$ cat src/rtl/ex_mem_stage_if.sv
// Execute-to-memory stage bus: upstream instruction handshake, downstream entry
// handshake, flush and branch resolution outputs.
interface ex_mem_stage_if #(
  parameter int N     = 32,
  parameter int REG_W = 5
);
  logic             in_valid;
  logic             in_ready;
  logic [N-1:0]     alu_result;
  logic             flag_cero;
  logic [N-1:0]     store_data;
  logic [REG_W-1:0] rd;
  logic             reg_write;
  logic             mem_write;
  logic             branch;
  logic             branch_ne;
  logic [N-1:0]     branch_target;
  logic             flush;
  logic             out_valid;
  logic             out_ready;
  logic [N-1:0]     out_alu_result;
  logic [N-1:0]     out_store_data;
  logic [REG_W-1:0] out_rd;
  logic             out_reg_write;
  logic             out_mem_write;
  logic             branch_taken;
  logic [N-1:0]     branch_pc;

  modport master (
    output in_valid, alu_result, flag_cero, store_data, rd, reg_write, mem_write,
           branch, branch_ne, branch_target, flush, out_ready,
    input  in_ready, out_valid, out_alu_result, out_store_data, out_rd,
           out_reg_write, out_mem_write, branch_taken, branch_pc
  );

  modport slave (
    input  in_valid, alu_result, flag_cero, store_data, rd, reg_write, mem_write,
           branch, branch_ne, branch_target, flush, out_ready,
    output in_ready, out_valid, out_alu_result, out_store_data, out_rd,
           out_reg_write, out_mem_write, branch_taken, branch_pc
  );
endinterface

$ cat src/rtl/ex_mem_stage.sv
// EX/MEM pipeline register built as a 2-entry skid buffer with optional branch
// resolution, enabled by defining EX_MEM_BRANCH_RESOLVE_EN.
module ex_mem_stage #(
  parameter int N     = 32,
  parameter int REG_W = 5
) (
  input  logic           clk,
  input  logic           reset,
  ex_mem_stage_if.slave  bus,
  output logic [1:0]     o_dbg_state
);

  // Handshake: a side transfers on the clock edge where its valid and ready are
  // both 1; in_ready is registered, out_valid follows state, flush kills input.
  typedef enum logic [1:0] {
    S_EMPTY = 2'd0,
    S_ONE   = 2'd1,
    S_TWO   = 2'd2
  } state_t;

  typedef struct packed {
    logic [N-1:0]     alu_result;
    logic [N-1:0]     store_data;
    logic [REG_W-1:0] rd;
    logic             reg_write;
    logic             mem_write;
  } entry_t;

  state_t r_state;
  state_t w_state_nxt;
  entry_t r_main;
  entry_t r_skid;
  entry_t w_main_nxt;
  entry_t w_skid_nxt;
  entry_t w_in_entry;
  logic   r_in_ready;
  logic   w_in_fire;
  logic   w_out_fire;

  assign w_in_entry = {bus.alu_result, bus.store_data, bus.rd, bus.reg_write, bus.mem_write};
  assign w_in_fire  = bus.in_valid && r_in_ready && !bus.flush;
  assign w_out_fire = (r_state != S_EMPTY) && bus.out_ready;

  always_comb begin
    w_state_nxt = r_state;
    w_main_nxt  = r_main;
    w_skid_nxt  = r_skid;
    case (r_state)
      S_EMPTY: begin
        if (w_in_fire) begin
          w_state_nxt = S_ONE;
          w_main_nxt  = w_in_entry;
        end
      end
      S_ONE: begin
        if (w_in_fire && w_out_fire) begin
          w_main_nxt = w_in_entry;
        end else if (w_in_fire) begin
          w_state_nxt = S_TWO;
          w_skid_nxt  = w_in_entry;
        end else if (w_out_fire) begin
          w_state_nxt = S_EMPTY;
        end
      end
      S_TWO: begin
        if (w_out_fire) begin
          w_state_nxt = S_ONE;
          w_main_nxt  = r_skid;
        end
      end
      default: w_state_nxt = S_EMPTY;
    endcase
    // Any consumption this cycle has already happened; flush just drops the rest.
    if (bus.flush) begin
      w_state_nxt = S_EMPTY;
    end
  end

  always_ff @(posedge clk) begin
    if (reset) begin
      r_state    <= S_EMPTY;
      r_main     <= '0;
      r_skid     <= '0;
      r_in_ready <= 1'b1;
    end else begin
      r_state    <= w_state_nxt;
      r_main     <= w_main_nxt;
      r_skid     <= w_skid_nxt;
      r_in_ready <= (w_state_nxt != S_TWO);
    end
  end

  assign bus.in_ready       = r_in_ready;
  assign bus.out_valid      = (r_state != S_EMPTY);
  assign bus.out_alu_result = r_main.alu_result;
  assign bus.out_store_data = r_main.store_data;
  assign bus.out_rd         = r_main.rd;
  assign bus.out_reg_write  = r_main.reg_write;
  assign bus.out_mem_write  = r_main.mem_write;
  assign o_dbg_state        = r_state;

`ifdef EX_MEM_BRANCH_RESOLVE_EN
  logic         r_branch_taken;
  logic [N-1:0] r_branch_pc;
  logic         w_take;

  // BEQ takes on zero, BNE on non-zero.
  assign w_take = w_in_fire && bus.branch && (bus.flag_cero ^ bus.branch_ne);

  always_ff @(posedge clk) begin
    if (reset) begin
      r_branch_taken <= 1'b0;
      r_branch_pc    <= '0;
    end else begin
      r_branch_taken <= w_take;
      if (w_take) begin
        r_branch_pc <= bus.branch_target;
      end
    end
  end

  assign bus.branch_taken = r_branch_taken;
  assign bus.branch_pc    = r_branch_pc;
`else
  logic w_unused_branch;
  assign w_unused_branch  = ^{bus.branch, bus.branch_ne, bus.flag_cero, bus.branch_target};
  assign bus.branch_taken = 1'b0;
  assign bus.branch_pc    = '0;
`endif

endmodule

$ cat src/flat_wrapper.sv
// flat-port wrapper written by rule: the top's interface ports become plain ports
module ex_mem_stage_flat 
#(
  parameter int N     = 32,
  parameter int REG_W = 5
)
  (clk, reset, o_dbg_state, bus_in_valid, bus_alu_result, bus_flag_cero, bus_store_data, bus_rd, bus_reg_write, bus_mem_write, bus_branch, bus_branch_ne, bus_branch_target, bus_flush, bus_out_ready, bus_in_ready, bus_out_valid, bus_out_alu_result, bus_out_store_data, bus_out_rd, bus_out_reg_write, bus_out_mem_write, bus_branch_taken, bus_branch_pc);
  ex_mem_stage_if #(.N(N), .REG_W(REG_W)) bus_i ();
  input  logic clk;
  input  logic reset;
  output logic [1:0] o_dbg_state;
  input wire logic [$bits(bus_i.in_valid)-1:0] bus_in_valid;
  input wire logic [$bits(bus_i.alu_result)-1:0] bus_alu_result;
  input wire logic [$bits(bus_i.flag_cero)-1:0] bus_flag_cero;
  input wire logic [$bits(bus_i.store_data)-1:0] bus_store_data;
  input wire logic [$bits(bus_i.rd)-1:0] bus_rd;
  input wire logic [$bits(bus_i.reg_write)-1:0] bus_reg_write;
  input wire logic [$bits(bus_i.mem_write)-1:0] bus_mem_write;
  input wire logic [$bits(bus_i.branch)-1:0] bus_branch;
  input wire logic [$bits(bus_i.branch_ne)-1:0] bus_branch_ne;
  input wire logic [$bits(bus_i.branch_target)-1:0] bus_branch_target;
  input wire logic [$bits(bus_i.flush)-1:0] bus_flush;
  input wire logic [$bits(bus_i.out_ready)-1:0] bus_out_ready;
  output wire logic [$bits(bus_i.in_ready)-1:0] bus_in_ready;
  output wire logic [$bits(bus_i.out_valid)-1:0] bus_out_valid;
  output wire logic [$bits(bus_i.out_alu_result)-1:0] bus_out_alu_result;
  output wire logic [$bits(bus_i.out_store_data)-1:0] bus_out_store_data;
  output wire logic [$bits(bus_i.out_rd)-1:0] bus_out_rd;
  output wire logic [$bits(bus_i.out_reg_write)-1:0] bus_out_reg_write;
  output wire logic [$bits(bus_i.out_mem_write)-1:0] bus_out_mem_write;
  output wire logic [$bits(bus_i.branch_taken)-1:0] bus_branch_taken;
  output wire logic [$bits(bus_i.branch_pc)-1:0] bus_branch_pc;
  assign bus_i.in_valid = bus_in_valid;
  assign bus_i.alu_result = bus_alu_result;
  assign bus_i.flag_cero = bus_flag_cero;
  assign bus_i.store_data = bus_store_data;
  assign bus_i.rd = bus_rd;
  assign bus_i.reg_write = bus_reg_write;
  assign bus_i.mem_write = bus_mem_write;
  assign bus_i.branch = bus_branch;
  assign bus_i.branch_ne = bus_branch_ne;
  assign bus_i.branch_target = bus_branch_target;
  assign bus_i.flush = bus_flush;
  assign bus_i.out_ready = bus_out_ready;
  assign bus_in_ready = bus_i.in_ready;
  assign bus_out_valid = bus_i.out_valid;
  assign bus_out_alu_result = bus_i.out_alu_result;
  assign bus_out_store_data = bus_i.out_store_data;
  assign bus_out_rd = bus_i.out_rd;
  assign bus_out_reg_write = bus_i.out_reg_write;
  assign bus_out_mem_write = bus_i.out_mem_write;
  assign bus_branch_taken = bus_i.branch_taken;
  assign bus_branch_pc = bus_i.branch_pc;
  ex_mem_stage #(.N(N), .REG_W(REG_W)) u_core (.clk(clk), .reset(reset), .bus(bus_i), .o_dbg_state(o_dbg_state));
endmodule
$ cat config.mk
export PLATFORM = sky130hd
export DESIGN_NAME = ex_mem_stage_flat
export DESIGN_NICKNAME = d
export VERILOG_FILES = /design/src/rtl/ex_mem_stage_if.sv /design/src/rtl/ex_mem_stage.sv /design/src/flat_wrapper.sv
export SDC_FILE = /design/constraint.sdc
export NUM_CORES = 1
export LEC_CHECK = 0
export CAP_MARGIN = 20
export CORE_MARGIN = 2
export CORE_UTILIZATION = 47
export DETAILED_ROUTE_END_ITERATION = 12
export GPL_TIMING_DRIVEN = 0
export PLACE_DENSITY = 0.92
export REMOVE_ABC_BUFFERS = 1
export SYNTH_ARGS = -nofsm -noshare
export SYNTH_HDL_FRONTEND = slang
export SYNTH_SLANG_ARGS = --single-unit
$ cat constraint.sdc
create_clock -name clk -period 2.52 [get_ports clk]
set_input_delay 0.378 -clock clk [delete_from_list [all_inputs] [get_ports clk]]
set_output_delay 0.378 -clock clk [all_outputs]
set_load 0.02 [all_outputs]
Yosys cells after proc, flatten, opt, wreduce, memory -nomap -nowiden
Cells that the tools add are included.
{ "word_totals": {"in_bits": 111, "wordCells": 40, "out_inout_bits": 108, "reg_bits": 145} }
{ "op_classes": {"eq_ne": 6, "bitwise": 1, "n_reduce_logical": 10, "n_mux": 11} }
{ "op_table": {"columns": ["op", "n"], "rows": [
  ["$mux 71", 3],
  ["$pmux 71 s3", 1],
  ["$mux 2", 6],
  ["$ne 2x1->1 const B", 3],
  ["$pmux 2 s3", 1],
  ["$logic_and 1x1->1", 4],
  ["$reduce_and 4->1", 1],
  ["$reduce_and 3->1", 1],
  ["$reduce_bool 3->1", 1],
  ["$eq 2x1->1 const B", 1],
  ["$eq 2x2->1 const B", 1],
  ["$logic_not 2->1", 1],
  ["$ne 2x2->1 const B", 1],
  ["$reduce_bool 2->1", 1],
  ["$logic_not 1->1", 1],
  ["$not 1->1", 1]
]} }

Longest topological paths before layout
{ "depth": {"ltp_word": 8, "depth_mapped": 7, "mapped_depth_nobuf": 4} }

Least setup slack after synthesis
OpenSTA, ideal clock, no wires.
{ "synth_timing": {"kind": "register to register", "from": "reg u_core.r_state[1], in the netlist u_core.o_dbg_state[1]", "to": "reg u_core.r_main, in the netlist u_core.bus.out_alu_result[11]", "period_less_slack_ps": 1626, "arrival_ps": 1508, "setup_ps": 119, "setup_slack_ps": 894, "stages_incl_launch_ff": 7, "required_ps": 2401, "path_buffers": 2, "path_cell_list": "dfxtp_1 > buf_2 > and4bb_1 > a21oi_1 > o21ai_2 > buf_2 > o221a_2"} }
{ "synth_between": {"elab_chain_cells": 5, "elab_cells_between_ends": 12, "classes_between": "eq/ne: 5; mux: 1; reduce/logical: 6"} }
{ "synth_rtl": {"columns": ["element", "line", "text"], "rows": [
  ["start: declaration", "ex_mem_stage.sv:29", "state_t r_state;"],
  ["start signal: assignment", "ex_mem_stage.sv:86", "r_state <= w_state_nxt;"],
  ["$reduce_bool 2->1", "ex_mem_stage.sv:42", "assign w_out_fire = (r_state != S_EMPTY) && bus.out_ready;"],
  ["$logic_and 1x1->1", "ex_mem_stage.sv:42", null],
  ["$logic_and 1x1->1", "ex_mem_stage.sv:56", "if (w_in_fire && w_out_fire) begin"],
  ["$ne 2x1->1 (no source line)", null, null],
  ["$reduce_and 4->1 (no source line)", null, null],
  ["end signal: assignment", "ex_mem_stage.sv:87", "r_main <= w_main_nxt;"],
  ["end: declaration", "ex_mem_stage.sv:31", "entry_t r_main;"]
]} }
Parallel ways exist; a longest one is shown, timed or not.
A chain may end at the register's enable or synchronous reset.

Worst setup path after layout
{ "layout_timing": {"from": "in bus_flush", "to": "reg u_core.r_skid[69] (netlist bit)"} }
{ "layout_between": {"elab_chain_cells": 5} }
{ "layout_rtl": {"columns": ["element", "line", "text"], "rows": [
  ["start: declaration", "flat_wrapper.sv:22", "input wire logic [$bits(bus_i.flush)-1:0] bus_flush;"],
  ["$logic_not 1->1 (*)", "ex_mem_stage.sv:41", "assign w_in_fire = bus.in_valid && r_in_ready && !bus.flush;"],
  ["$logic_and 1x1->1 (*)", "ex_mem_stage.sv:41", null],
  ["$logic_and 1x1->1", "ex_mem_stage.sv:56", null],
  ["$not 1->1 (no source line)", null, null],
  ["$reduce_and 3->1 (no source line) (*)", null, null],
  ["end signal: assignment", "ex_mem_stage.sv:88", "r_skid <= w_skid_nxt;"],
  ["end: declaration", "ex_mem_stage.sv:32", "entry_t r_skid;"]
]} }
Every way passes the cells marked *; elsewhere a longest branch is shown, timed or not.

==> results.tsv <==
stage	metric	value	unit
yosys	synth_edf_count	0	
drt	drtAntennaViolNets	0	
worst_setup_path	path_cells	clkdlybuf4s50_1, and4bb_1, and2_2, buf_12, nand2_1, a21oi_1	
timing	final-setup-viol-count	0	
timing	slew_headroom	42.7	%
worst_setup_path	crit_buf_inv	2	
yosys	yosys_warnings	0	
global_route	grt_antenna_before_repair	0	
run	maxCapViolCount	0	
clock_network	clk_latency	0.41	ns
global_route	grt_max_degree	91	
worst_setup_path	rrSetupSlack	0.38	ns
min_path	hp-start	u_core.r_skid[30]$_SDFFE_PP0P_	
drt	vias_per_cell	5.34	
worst_setup_path	startpoint_type	input pin	
yosys	ys_seq_area_share	50.5	%
global_route	grt-ovfl-total	0	
worst_setup_path	cp.required	2.85	ns
timing	finalCriticalPeriod	2.20	ns
drt	drt-initial-drc-count	548	
yosys	avgSynthCellArea	8.45	µm²
yosys	yosysMostFrequentCell	nand2_1	
timing	tightest_slew	0.860	ns
power_and_ir_drop	vdd_drop_max	0.770	mV
worst_setup_path	r2r_cells	5	
worst_setup_path	crit_path_max_fanout	39	
worst_setup_path	cp.arrival	2.53	ns
yosys	synth_top_area_share	50.5	%
cells_and_area	diodes	0	
clock_network	clockRootBuffer	clkbuf_16	
clock_network	postCtsSetupRepairBufs	0	
drt	drc	0	
global_route	grt_pass1_vias	4685	
clock_network	clk_pin_slew	0.06	ns
floorplanning	rows	40	
worst_setup_path	r2r-start	u_core.o_dbg_state[1]$_SDFF_PP0_	
floorplanning	die-area	13100	µm²
drt	wl_per_cell	15.0	µm
timing	grt_setup_unrepaired	false	
clock_network	ctsHoldBuffers	0	
global_route	grt_pass1_wl	22700	µm
timing	max_freq	0.454	GHz
clock_network	cts_made_buffers	17	
clock_network	clock_sinks	145	
worst_setup_path	cp_slowest_cell	and2_2	
drt	wl	14400	µm
yosys	synth_largest_area_cell	dfxtp_1	
yosys	synth.cell_area	5740	µm²
worst_setup_path	r2r-end	u_core.r_skid[69]$_SDFFE_PP0P_	
drt	vias	5131	
floorplanning	core	12000	µm²
placement	postPlaceCellArea	7260	µm²
placement	io_buffers	150	
worst_setup_path	crit_type	input pin to flip-flop	
power_and_ir_drop	powerDensity	766	nW/µm²
floorplanning	initial_core_util	48.0	%
drt	drt-pass1-iter-count	6	
clock_network	cts_resized	0	
yosys	synth-main-ff-cell	dfxtp_1	
clock_network	cts_tree	built	
timing	finClkSkew	0.00691	ns
worst_setup_path	cp_slowest_stage_delay	0.66	ns
timing	fin_crit_sh	87.5	%
yosys	syn-instance-count	680	
timing	hold_viol_final	0	
cells_and_area	drive_gt1_share	13.4	%
min_path	hold_depth	2	
cells_and_area	area_delta_synth_final	37.9	%
global_route	gr-usage-all-layers	21.5	%
clock_network	ctsHtreeMaxLevel	4	
min_path	hold_path_class	flip-flop to flip-flop	
floorplanning	die_h	115	µm
cells_and_area	design_area	7920	µm²
timing	slew_viol_final	0	
placement	dp_hpwl	8980	µm
yosys	synth_commonest_cells	nand2_1 (146), dfxtp_1 (145), nor2_1 (143), a21oi_1 (72), o221a_2 (65)	
placement	gp_congestion	0.735	
outcome	status	finished, final reports clean	
yosys	async_flop_share	0	%
clock_network	clock_path_buffers	2	
floorplanning	die_x	115	µm
power_and_ir_drop	p_leak	3.13	nW
floorplanning	io_pins	219	
timing	fin_setup_tns	0	ns
min_path	hold-path-endpoint	u_core.r_skid[30]$_SDFFE_PP0P_	
yosys	synth_seq_cells	145	
yosys	netlist_top_cells_area	dfxtp_1 (51%), o221a_2 (13%), nand2_1 (9.5%)	
worst_setup_path	cp-end-kind	flip-flop	
yosys	synth_cell_types	23	
cells_and_area	nets	912	
worst_setup_path	crit_family	simple AND/OR/NAND/NOR gates	
[stage by stage]
| stage | cells | setup WS [ns] | utilization (%) | hold WS (ns) | power, mW |
|---|---|---|---|---|---|
| 2_1_floorplan | 624 | -0.157 | - | 0.431 | 2.88 |
| 3_3_place_gp | 921 | -2.62 | 59.1 | 0.441 | 3.32 |
| 3_5_place_dp | 929 | -0.0842 | 60.7 | 0.447 | 3.33 |
| 4_1_cts | 960 | 0.346 | 66.2 | 0.455 | 6.11 |
| 5_1_grt | 960 | 0.195 | 66.2 | 0.470 | 6.27 |
| 6_report | 960 | 0.315 | 66.2 | 0.452 | 6.06 |
[worst register-to-register path, delay by kind of cell (launching register included)]
kind	cells	cell delay, ns
AND/OR/NAND/NOR	3	1.22
buffers and inverters	1	0.29
AO/OA/AOI/OAI	1	0.17
flip-flops	1	0.38
[cells by family after synthesis]
logic type	count (synthesis)	share of synthesized area, %
buffers and inverters	88	8.41
flip-flops	145	50.5
AND/OR/NAND/NOR	298	20.0
other	1	0.0653
AO/OA/AOI/OAI	146	20.6
multiplexers	2	0.349
[worst max path at each step]
stage,startpoint,endpoint,cells past startpoint
2_1_floorplan,u_core.o_dbg_state[1]$_SDFF_PP0_,u_core.bus.out_alu_result[0]$_SDFFE_PP0P_,4
3_3_place_gp,reset,u_core.bus.in_ready$_SDFF_PP1_,2
3_5_place_dp,bus_flush,u_core.r_skid[69]$_SDFFE_PP0P_,6
4_1_cts,bus_flush,u_core.r_skid[69]$_SDFFE_PP0P_,6
5_1_grt,bus_flush,u_core.r_skid[69]$_SDFFE_PP0P_,6
6_report,bus_flush,u_core.r_skid[69]$_SDFFE_PP0P_,6
[cell usage in the layout, fill, tap and decap left out, drive strengths merged]
| cell type | instances |
|---|---|
| nor2 | 143 |
| nor2b | 1 |
| conb | 33 |
| nand2b | 1 |
| bufinv | 5 |
| clkbuf | 22 |
| o22a | 1 |
| and2 | 1 |
| mux2i | 2 |
| buf | 9 |
| nand2 | 146 |
| and4bb | 1 |
| nand3b | 1 |
| nor4 | 1 |
| inv | 1 |
| dfxtp | 145 |
| o221a | 71 |
| clkinv | 2 |
| or4 | 1 |
| clkdlybuf4s50 | 149 |
| o21a | 1 |
| a21oi | 72 |
| nor3 | 1 |
| o21ai | 1 |
| clkinvlp | 1 |
| or2 | 1 |
[routing by layer]
metal  vias to the layer above  global-route usage, %  wire (µm)
met3                        23                   5.82        979
met5                         -                      0          0
met1                      2420                   27.3       6200
met2                       202                   35.4       7000
li1                       2486                      -          -
met4                         0                   7.07        187
[registers in the layout, indices dropped and copies added (netlist names)]
name                       flops
u_core.bus.out_alu_result     32
u_core.o_dbg_state             2
u_core.bus.out_rd              5
u_core.bus.out_store_data     32
u_core.bus.out_mem_write       1
u_core.bus.out_reg_write       1
u_core.bus.in_ready            1
u_core.r_skid                 71
[area by class of cell]
type,instances,area (µm²)
well taps,147,184
multi-input cells,479,2500
clock buffers,22,484
repair buffers,158,1680
flip-flops and latches,145,2900
clock inverters,9,176
fillers,922,4040
[where the power goes]
part	leakage, nW	total, mW	switching (mW)	internal [mW]
sequential	1.19	2.47	0.0661	2.41
clock	0.323	2.77	0.917	1.86
combinational	1.62	0.815	0.407	0.408
Note: power is estimated with default switching activity, not from simulation.
==> edit (config.mk and constraints unchanged) <==
`N` is set to 32 in 3 places; all go to 16.
--- a/src/rtl/ex_mem_stage_if.sv
+++ b/src/rtl/ex_mem_stage_if.sv
@@ -1,7 +1,7 @@
 // Execute-to-memory stage bus: upstream instruction handshake, downstream entry
 // handshake, flush and branch resolution outputs.
 interface ex_mem_stage_if #(
-  parameter int N     = 32,
+  parameter int N     = 16,
   parameter int REG_W = 5
 );
   logic             in_valid;
--- a/src/rtl/ex_mem_stage.sv
+++ b/src/rtl/ex_mem_stage.sv
@@ -1,7 +1,7 @@
 // EX/MEM pipeline register built as a 2-entry skid buffer with optional branch
 // resolution, enabled by defining EX_MEM_BRANCH_RESOLVE_EN.
 module ex_mem_stage #(
-  parameter int N     = 32,
+  parameter int N     = 16,
   parameter int REG_W = 5
 ) (
   input  logic           clk,
--- a/src/flat_wrapper.sv
+++ b/src/flat_wrapper.sv
@@ -1,7 +1,7 @@
 // flat-port wrapper written by rule: the top's interface ports become plain ports
 module ex_mem_stage_flat 
 #(
-  parameter int N     = 32,
+  parameter int N     = 16,
   parameter int REG_W = 5
 )
   (clk, reset, o_dbg_state, bus_in_valid, bus_alu_result, bus_flag_cero, bus_store_data, bus_rd, bus_reg_write, bus_mem_write, bus_branch, bus_branch_ne, bus_branch_target, bus_flush, bus_out_ready, bus_in_ready, bus_out_valid, bus_out_alu_result, bus_out_store_data, bus_out_rd, bus_out_reg_write, bus_out_mem_write, bus_branch_taken, bus_branch_pc);
Interface: changed (6 resized); port bits go from 219 to 123. No check against the original RTL was run, so the function may have changed too.
==> edit against the original RTL <==
  * Die area decreased by 42%
  * Area after synthesis decreased by 43%
  * Cell area decreased by 46%
  * Worst setup slack improved by 0.033 ns
  * Critical path type unchanged
  * Sequential share of layout area increased by 1.1 points
  * Sequential cell count decreased by 64
  * Power decreased by 56%
  * Wire length decreased by 49%
  * Largest cell class unchanged
==> edit: results (changes against the original RTL) <==
metric;value;unit;change
crit_slowest_cell;nand3b_1;;
p_comb;0.454;mW;-44%
hold_end;u_core.r_skid[3];;
hp-start;u_core.r_skid[3];;
critPathArrivalTime;2.39;ns;-0.14 ns
grt_pass1_wl;11900;um;-48%
ys_top_cells_by_area;dfxtp_1, o221a_2, nand2_1, nor2_1, a21oi_1;;
cp-startpoint;bus_out_ready;;
wl_per_cell;13.7;um;-8.4%
swShare;26.1;%;+3.2 points
portBuffers;86;;-43%
reg2reg_slack;0.51;ns;+0.13 ns
place_area;0.00413;mm2;-43%
wl_met3;369;um;-62%
buffers;91;;-42%
sh_seq_area;37.8;%;+1.1 points
synth_compound_area_share;20.4;%;-0.23 points
relSlewSlack;39.6;%;-3.1 points
largest_register_ffs;39;;-45%
muxShareOfSynthArea;0.615;%;+0.27 points
grt_use_total;19.6;%;-1.9 points
crit_fanout;20;;-49%
gp_congestion;0.783;;+6.6%
ys_seq_area_share;49.8;%;-0.76 points
drt_first_pass_iters;4;;-2
cts-root-buf;clkbuf_8;;
grt_max_degree;43;;-53%
run_status;finished clean;;
drive_above_1_share;11.4;%;-2.1 points
numCtsBuffers;9;;-8
ir_drop;0.309;mV;-60%
wl_met2;3760;um;-46%
grt_pass1_vias;2638;;-44%
hold_slack;0.460;ns;+0.00774 ns
p_leak;1.68;nW;-46%
buffer_area_share;23.0;%;+1.8 points
layout.cells.non_filler;538;;-44%
ys_ff_latch;81;;-44%
multi_input_area_share;33.2;%;+1.7 points
wl_met1;3160;um;-49%
clkbuf_count;11;;-50%
finalClockSkew;0.0101;ns;+0.00320 ns
n_multi_input_combinational_cell;271;;-43%
clkCellAreaFrac;3.76;%;-4.6 points
p_seq_share;52.2;%;+11 points
synthTopCellsByCount;nand2_1, dfxtp_1, nor2_1, a21oi_1, o221a_2;;
first_iter_violations;103;;-81%
==> edit: metrics by stage <==
| step | setup WS [ns] | power, mW |
|---|---|---|
| 3_3_place_gp | -0.762 | 1.84 |
| 3_5_place_dp | 0.0438 | 1.86 |
| 5_1_grt | 0.202 | 2.75 |
| 6_report | 0.349 | 2.64 |
| 2_1_floorplan | 0.489 | 1.61 |
| 4_1_cts | 0.390 | 2.67 |
==> edit: how the worst max path moves through the flow <==
stage / end / slack [ns] / cells after the start
after global placement: u_core.bus.in_ready / -0.76 / 2
after detailed placement: u_core.bus.out_store_data[2] / 0.04 / 6
after floorplan: u_core.bus.out_alu_result[0] / 0.49 / 4
after global routing: u_core.bus.out_rd[2] / 0.20 / 6
final: u_core.bus.out_store_data[2] / 0.35 / 6
after CTS: u_core.bus.out_store_data[2] / 0.39 / 6
==> edit: logic make-up after synthesis <==
family | Yosys count
simple gates | 170
compound gates | 82
flops | 81
buf+inv | 47
mux | 2
other cells | 1
